`config.mk`:
```
export PLATFORM = sky130hd
export DESIGN_NAME = intra_mb_sched
export DESIGN_NICKNAME = d
export VERILOG_FILES = /design/src/rtl/intra_mb_sched_pkg.sv /design/src/rtl/intra_mb_sched_mb_raster_cnt.sv /design/src/rtl/intra_mb_sched.sv
export SDC_FILE = /design/constraint.sdc
export NUM_CORES = 1
export LEC_CHECK = 0
export ABC_AREA = 1
export CAP_MARGIN = 0
export CELL_PAD_IN_SITES_DETAIL_PLACEMENT = 1
export CELL_PAD_IN_SITES_GLOBAL_PLACEMENT = 2
export CORE_MARGIN = 2
export CORE_UTILIZATION = 30
export CTS_CLUSTER_SIZE = 14
export DETAILED_ROUTE_END_ITERATION = 8
export HOLD_SLACK_MARGIN = 0.12
export PLACE_DENSITY_LB_ADDON = 0.1
export SLEW_MARGIN = 20
export SYNTH_ARGS = -nofsm -noshare
export SYNTH_HDL_FRONTEND = slang
export SYNTH_SLANG_ARGS = --single-unit
```
`constraint.sdc`:
```
create_clock -name clk -period 3.2 [get_ports clk]
set_input_delay 0.32 -clock clk [delete_from_list [all_inputs] [get_ports clk]]
set_output_delay 0.32 -clock clk [all_outputs]
set_load 0.05 [all_outputs]
```
`src/rtl/intra_mb_sched_pkg.sv`:
```
// Shared types for the intra 4x4 reconstruction scheduler and datapath.
// Holds the scheduler state encoding and the intra prediction mode codes.
package intra_pkg;

    typedef enum logic [2:0] {
        IDLE,
        FETCH,
        RUN,
        HOLD,
        DONE
    } sched_state_t;

    typedef logic [2:0] intra_mode_t;

    localparam intra_mode_t VERT = 3'd0;
    localparam intra_mode_t HORZ = 3'd1;
    localparam intra_mode_t DC   = 3'd2;
    localparam intra_mode_t DDL  = 3'd3;
    localparam intra_mode_t VR   = 3'd4;
    localparam intra_mode_t HD   = 3'd5;
    localparam intra_mode_t VL   = 3'd6;
    localparam intra_mode_t DDR  = 3'd7;

    localparam int LAT_W = 4;

endpackage

```
`src/rtl/intra_mb_sched_mb_raster_cnt.sv`:
```
// Raster-order macroblock counter: linear index plus column/row,
// with the column wrapping at the end of each macroblock row.
module mb_raster_cnt #(
    parameter int MBS_X = 320,
    parameter int MBN_W = 16
) (
    input  logic             clk,
    input  logic             reset,
    input  logic             clr,
    input  logic             inc,
    output logic [MBN_W-1:0] mbnumber,
    output logic [MBN_W-1:0] mb_x,
    output logic [MBN_W-1:0] mb_y
);

    localparam logic [MBN_W-1:0] X_LAST = MBN_W'(MBS_X - 1);
    localparam logic [MBN_W-1:0] ONE    = MBN_W'(1);

    always_ff @(posedge clk) begin
        if (reset || clr) begin
            mbnumber <= '0;
            mb_x     <= '0;
            mb_y     <= '0;
        end else if (inc) begin
            mbnumber <= mbnumber + ONE;
            if (mb_x == X_LAST) begin
                mb_x <= '0;
                mb_y <= mb_y + ONE;
            end else begin
                mb_x <= mb_x + ONE;
            end
        end
    end

endmodule

```
`src/rtl/intra_mb_sched.sv`:
```
// Frame scheduler for the intra 4x4 reconstruction datapath.
// Optional stall counters are enabled with INTRA_SCHED_PERF_EN.
module intra_mb_sched
    import intra_pkg::*;
#(
    parameter int LENGTH    = 1280,
    parameter int WIDTH     = 720,
    parameter int MB_SIZE_L = 4,
    parameter int MB_SIZE_W = 4,
    parameter int MBN_W     = 16,
    parameter int RECON_LAT = 1
) (
    input  logic             clk,
    input  logic             reset,
    input  logic             start,
    input  logic             res_valid,
    input  intra_mode_t      res_mode,
    output logic             res_ready,
    output logic             recon_en,
    output logic [MBN_W-1:0] recon_mbnumber,
    output intra_mode_t      recon_mode,
    output logic             mb_valid,
    input  logic             mb_ready,
    output logic [MBN_W-1:0] mb_x,
    output logic [MBN_W-1:0] mb_y,
    output logic             frame_start,
    output logic             frame_done,
    output logic             busy
`ifdef INTRA_SCHED_PERF_EN
    ,
    output logic [31:0]      stall_in_cnt,
    output logic [31:0]      stall_out_cnt
`endif
);

    localparam int MBS_X  = LENGTH / MB_SIZE_L;
    localparam int MBS_Y  = WIDTH / MB_SIZE_W;
    localparam int NUM_MB = MBS_X * MBS_Y;

    localparam logic [MBN_W-1:0] MB_LAST  = MBN_W'(NUM_MB - 1);
    localparam logic [LAT_W-1:0] LAT_LAST = LAT_W'(RECON_LAT - 1);

    sched_state_t     state;
    sched_state_t     state_next;
    logic [LAT_W-1:0] lat_cnt;
    logic             accept;
    logic             handoff;
    logic             last_mb;
    logic             lat_done;
    logic             cnt_clr;
    logic             cnt_inc;

    assign accept   = (state == FETCH) && res_valid;
    assign handoff  = (state == HOLD) && mb_ready;
    assign last_mb  = (recon_mbnumber == MB_LAST);
    assign lat_done = (lat_cnt == LAT_LAST);
    assign cnt_clr  = (state == IDLE) && start;
    assign cnt_inc  = handoff && !last_mb;

    mb_raster_cnt #(
        .MBS_X (MBS_X),
        .MBN_W (MBN_W)
    ) u_cnt (
        .clk      (clk),
        .reset    (reset),
        .clr      (cnt_clr),
        .inc      (cnt_inc),
        .mbnumber (recon_mbnumber),
        .mb_x     (mb_x),
        .mb_y     (mb_y)
    );

    always_ff @(posedge clk) begin
        if (reset) begin
            state <= IDLE;
        end else begin
            state <= state_next;
        end
    end

    always_comb begin
        state_next = state;
        unique case (state)
            IDLE:    if (start) state_next = FETCH;
            FETCH:   if (res_valid) state_next = RUN;
            RUN:     if (lat_done) state_next = HOLD;
            HOLD: begin
                if (mb_ready) begin
                    state_next = last_mb ? DONE : FETCH;
                end
            end
            DONE:    state_next = IDLE;
            default: state_next = IDLE;
        endcase
    end

    // Handshake outputs depend on state only, except frame_start.
    always_comb begin
        res_ready   = 1'b0;
        recon_en    = 1'b0;
        mb_valid    = 1'b0;
        frame_done  = 1'b0;
        busy        = 1'b1;
        frame_start = accept && (recon_mbnumber == '0);
        unique case (state)
            IDLE:    busy       = 1'b0;
            FETCH:   res_ready  = 1'b1;
            RUN:     recon_en   = 1'b1;
            HOLD:    mb_valid   = 1'b1;
            DONE:    frame_done = 1'b1;
            default: busy       = 1'b0;
        endcase
    end

    always_ff @(posedge clk) begin
        if (reset || state != RUN) begin
            lat_cnt <= '0;
        end else begin
            lat_cnt <= lat_cnt + LAT_W'(1);
        end
    end

    always_ff @(posedge clk) begin
        if (reset) begin
            recon_mode <= VERT;
        end else if (accept) begin
            recon_mode <= res_mode;
        end
    end

`ifdef INTRA_SCHED_PERF_EN
    always_ff @(posedge clk) begin
        if (reset || cnt_clr) begin
            stall_in_cnt  <= '0;
            stall_out_cnt <= '0;
        end else begin
            if (state == FETCH && !res_valid && stall_in_cnt != '1) begin
                stall_in_cnt <= stall_in_cnt + 32'd1;
            end
            if (state == HOLD && !mb_ready && stall_out_cnt != '1) begin
                stall_out_cnt <= stall_out_cnt + 32'd1;
            end
        end
    end
`endif

endmodule

```
==> results.toml <==
[status]
status = "finished clean"

[final_layout]
area_growth_pct = 29.1
nets = 649
n_antenna_cell = 0
drive_gt1_share_pct = 9.69
multi_input_area_um2 = 2160
num-fill-cells = 1564
register_area_um2 = 1160

[floorplanning]
die-area_um2 = 13000
io_pins = 65
fp.dieH_um = 114
coreArea_um2 = 11900
initial_core_util_pct = 30.5
die_w_um = 114
rows = 40

[global_routing]
antenna_found_initial = 0
grt_max_degree = 38
grt_pass1_wl_um = 19000
grt_pass1_vias = 3929
grt.total_usage_pct = 18.3
overflow = 0

[detailed_routing]
drtIter0Drc = 125
wl_per_cell_um = 14.2
routed-via-count = 3825
final_antenna_net_count = 0
drc = 0
first_pass_iters = 4
via_per_inst = 4.86
finalWirelength_um = 11200

[clock_network]
cts_tree = "built"
h-tree-depth = 3
cts_buffers = 9
post-cts-setup-buffer-count = 0
clkSlewWorstSetupHoldPaths_ps = 60
cts_resized = 0
cts_root_buf = "clkbuf_16"
clk_latency_ps = 340
cts_buffer_depth = 2
ctsHoldBuffers = 0
cts.sinks = 58

[timing]
finalCriticalPeriod_ps = 2810
worst_slew_pin_slew_ps = 524
rsz0062_at_grt = "false"
tns_ps = 0
finalHoldViolations = 0
holdWs_ps = 464
skew_ps = 4.48
max_freq_mhz = 356
drv_slew = 0
setup_violations = 0
relSlewSlack_pct = 65.1
period_share_pct = 87.9

[worst_setup_path]
cp.required_ps = 2880
path_delay_family = "buffers and inverters"
arrival_ps = 2490
endpoint_kind = "output pin"
crit_path_cell_trace = "inv_1 > nor2_1 > nand2_1 > nor2_1 > inv_1 > nor4_1 > clkdlybuf4s50_1"
crit_path_max_incr_delay_ps = 850
startpoint_type = "flop"
setup.worst_path.class = "flop to output pin"
crit_buf_inv = 3
cp_max_fo = 5
slowest_stage = "clkdlybuf4s50_1"

[yosys]
netlist_instances = 572
syn-num-nets = 586
async_reset_ff_share_pct = 0
ys.flop_type = "dfxtp_1"
synth_edf_count = 0
avgSynthCellArea_um2 = 6.36
seq_area_frac_synth_pct = 31.9
synth_cell_types = 33
ys_ff_latch = 58
yosys_warnings = 0
syn-cell-area_um2 = 3640

[placement]
io_buffers = 64
place.gp.congestion = 0.823
place_hpwl_um = 8140

[power_and_ir_drop]
power.density_nw_per_um2 = 419
p_leak_nw = 1.63
peakVddDrop_uv = 278

[job]
drv_cap = 0

[hold_path]
worstHoldPathType = "flop to flop"
## cell type report
class,instances,share of cell area (%)
clock buffers,12,5.47
clock inverters,4,1.07
inverters,61,4.99
multi-input cells,440,46.0
flip-flops and latches,58,24.7
well taps,147,3.92
repair buffers,65,13.8
## flip-flops by register name, summed over array words and instances, names as in the netlist
name	count
recon_mode	3
u_cnt.mb_y	16
u_cnt.mb_x	16
u_cnt.mbnumber	16
lat_cnt	4
state	3
## cell usage after synthesis, types with 2 or more instances
master      n  area share (%)
a21oi_2    10             2.4
a21oi_1    34             4.7
or2_2       3            0.52
nand2_2    14             2.4
nand3_1    39             5.4
nand3_2     3            0.83
clkinv_1    2            0.21
xor2_1      8             1.9
nor2_4      5             1.5
o21ai_0    14             1.9
nor2_1     82             8.5
nor3_1      6            0.83
nand4_1    20             3.4
nand2_4     2            0.62
inv_1      55             5.7
ha_1        6             2.1
nand2_1   177              18
xnor2_1     6             1.4
dfxtp_1    58              32
buf_4       3            0.62
nor2_2      2            0.34
buf_2       7            0.96
inv_2       3            0.31
nor4_1      4            0.69
## cell families (layout without fill, tap and decap cells)
group | count (synthesis) | count (layout) | synth area share, %
AND/OR/NAND/NOR | 360 | 360 | 44.2
buffers and inverters | 74 | 142 | 8.98
AO/OA/AOI/OAI | 60 | 60 | 9.46
flip-flops | 58 | 58 | 31.9
XOR/XNOR | 14 | 14 | 3.37
adder cells (fa/ha/maj) | 6 | 6 | 2.06
## per-layer routing
layer,GRT usage [%],share of wire (%),up-vias
met5,0,0,-
met4,7.32,1.2,0
met3,2.96,2.5,8
met2,31.4,48,47
met1,23.0,48,1822
li1,-,-,1948
## worst reg2reg max path: cells and delay by family (launching register included)
kind            cells  cell delay (ps)
compound gates      1              230
flops               1              380
fa+ha+maj           1              250
buf+inv             1              340
simple gates        5              960
## path summary, 6_finish.rpt
path                                  startpoint                              end  slack, ps  depth (start not counted)
setup reg to reg  u_cnt.mbnumber[1]$_SDFFE_PP0P_  u_cnt.mbnumber[13]$_SDFFE_PP0P_        940                          8
setup / recovery           state[0]$_SDFFE_PP0P_                      frame_start        390                          7
hold / removal             lat_cnt[0]$_SDFF_PP0_            lat_cnt[0]$_SDFF_PP0_        460                          1
hold reg to reg            lat_cnt[0]$_SDFF_PP0_            lat_cnt[0]$_SDFF_PP0_        460                          1
## per-stage QoR
stage / area (µm²) / cells / total power, mW / setup WS, ps / utilization, %
2_1_floorplan: 3640 / 572 / 0.904 / 465 / -
3_3_place_gp: 4390 / 771 / 0.977 / 604 / 36.8
3_5_place_dp: 4390 / 771 / 0.980 / 568 / 36.8
4_1_cts: 4690 / 787 / 2.00 / 350 / 39.4
5_1_grt: 4690 / 787 / 2.04 / 72.0 / 39.4
6_report: 4690 / 787 / 1.97 / 388 / 39.4
## power by group
| part | switching, mW | internal [mW] |
|---|---|---|
| clock | 0.364 | 0.644 |
| combinational | 0.153 | 0.0640 |
| sequential | 0.00912 | 0.734 |
## layout by cell type (no fill, tap or decap), types with 3 or more instances in the layout
cell type,netlist,layout
a21oi_1,34,34
a21oi_2,10,10
clkbuf_16,0,9
clkdlybuf4s50_1,0,64
dfxtp_1,58,58
ha_1,6,6
inv_1,55,55
inv_2,3,3
nand2_1,177,177
nand2_2,14,14
nand3_1,39,39
nand3_2,3,3
nand4_1,20,20
nor2_1,82,82
nor2_4,5,5
nor3_1,6,6
nor4_1,4,4
o21ai_0,14,13
or2_2,3,3
xnor2_1,6,6
xor2_1,8,8
Power figures use the tool's default switching activity.
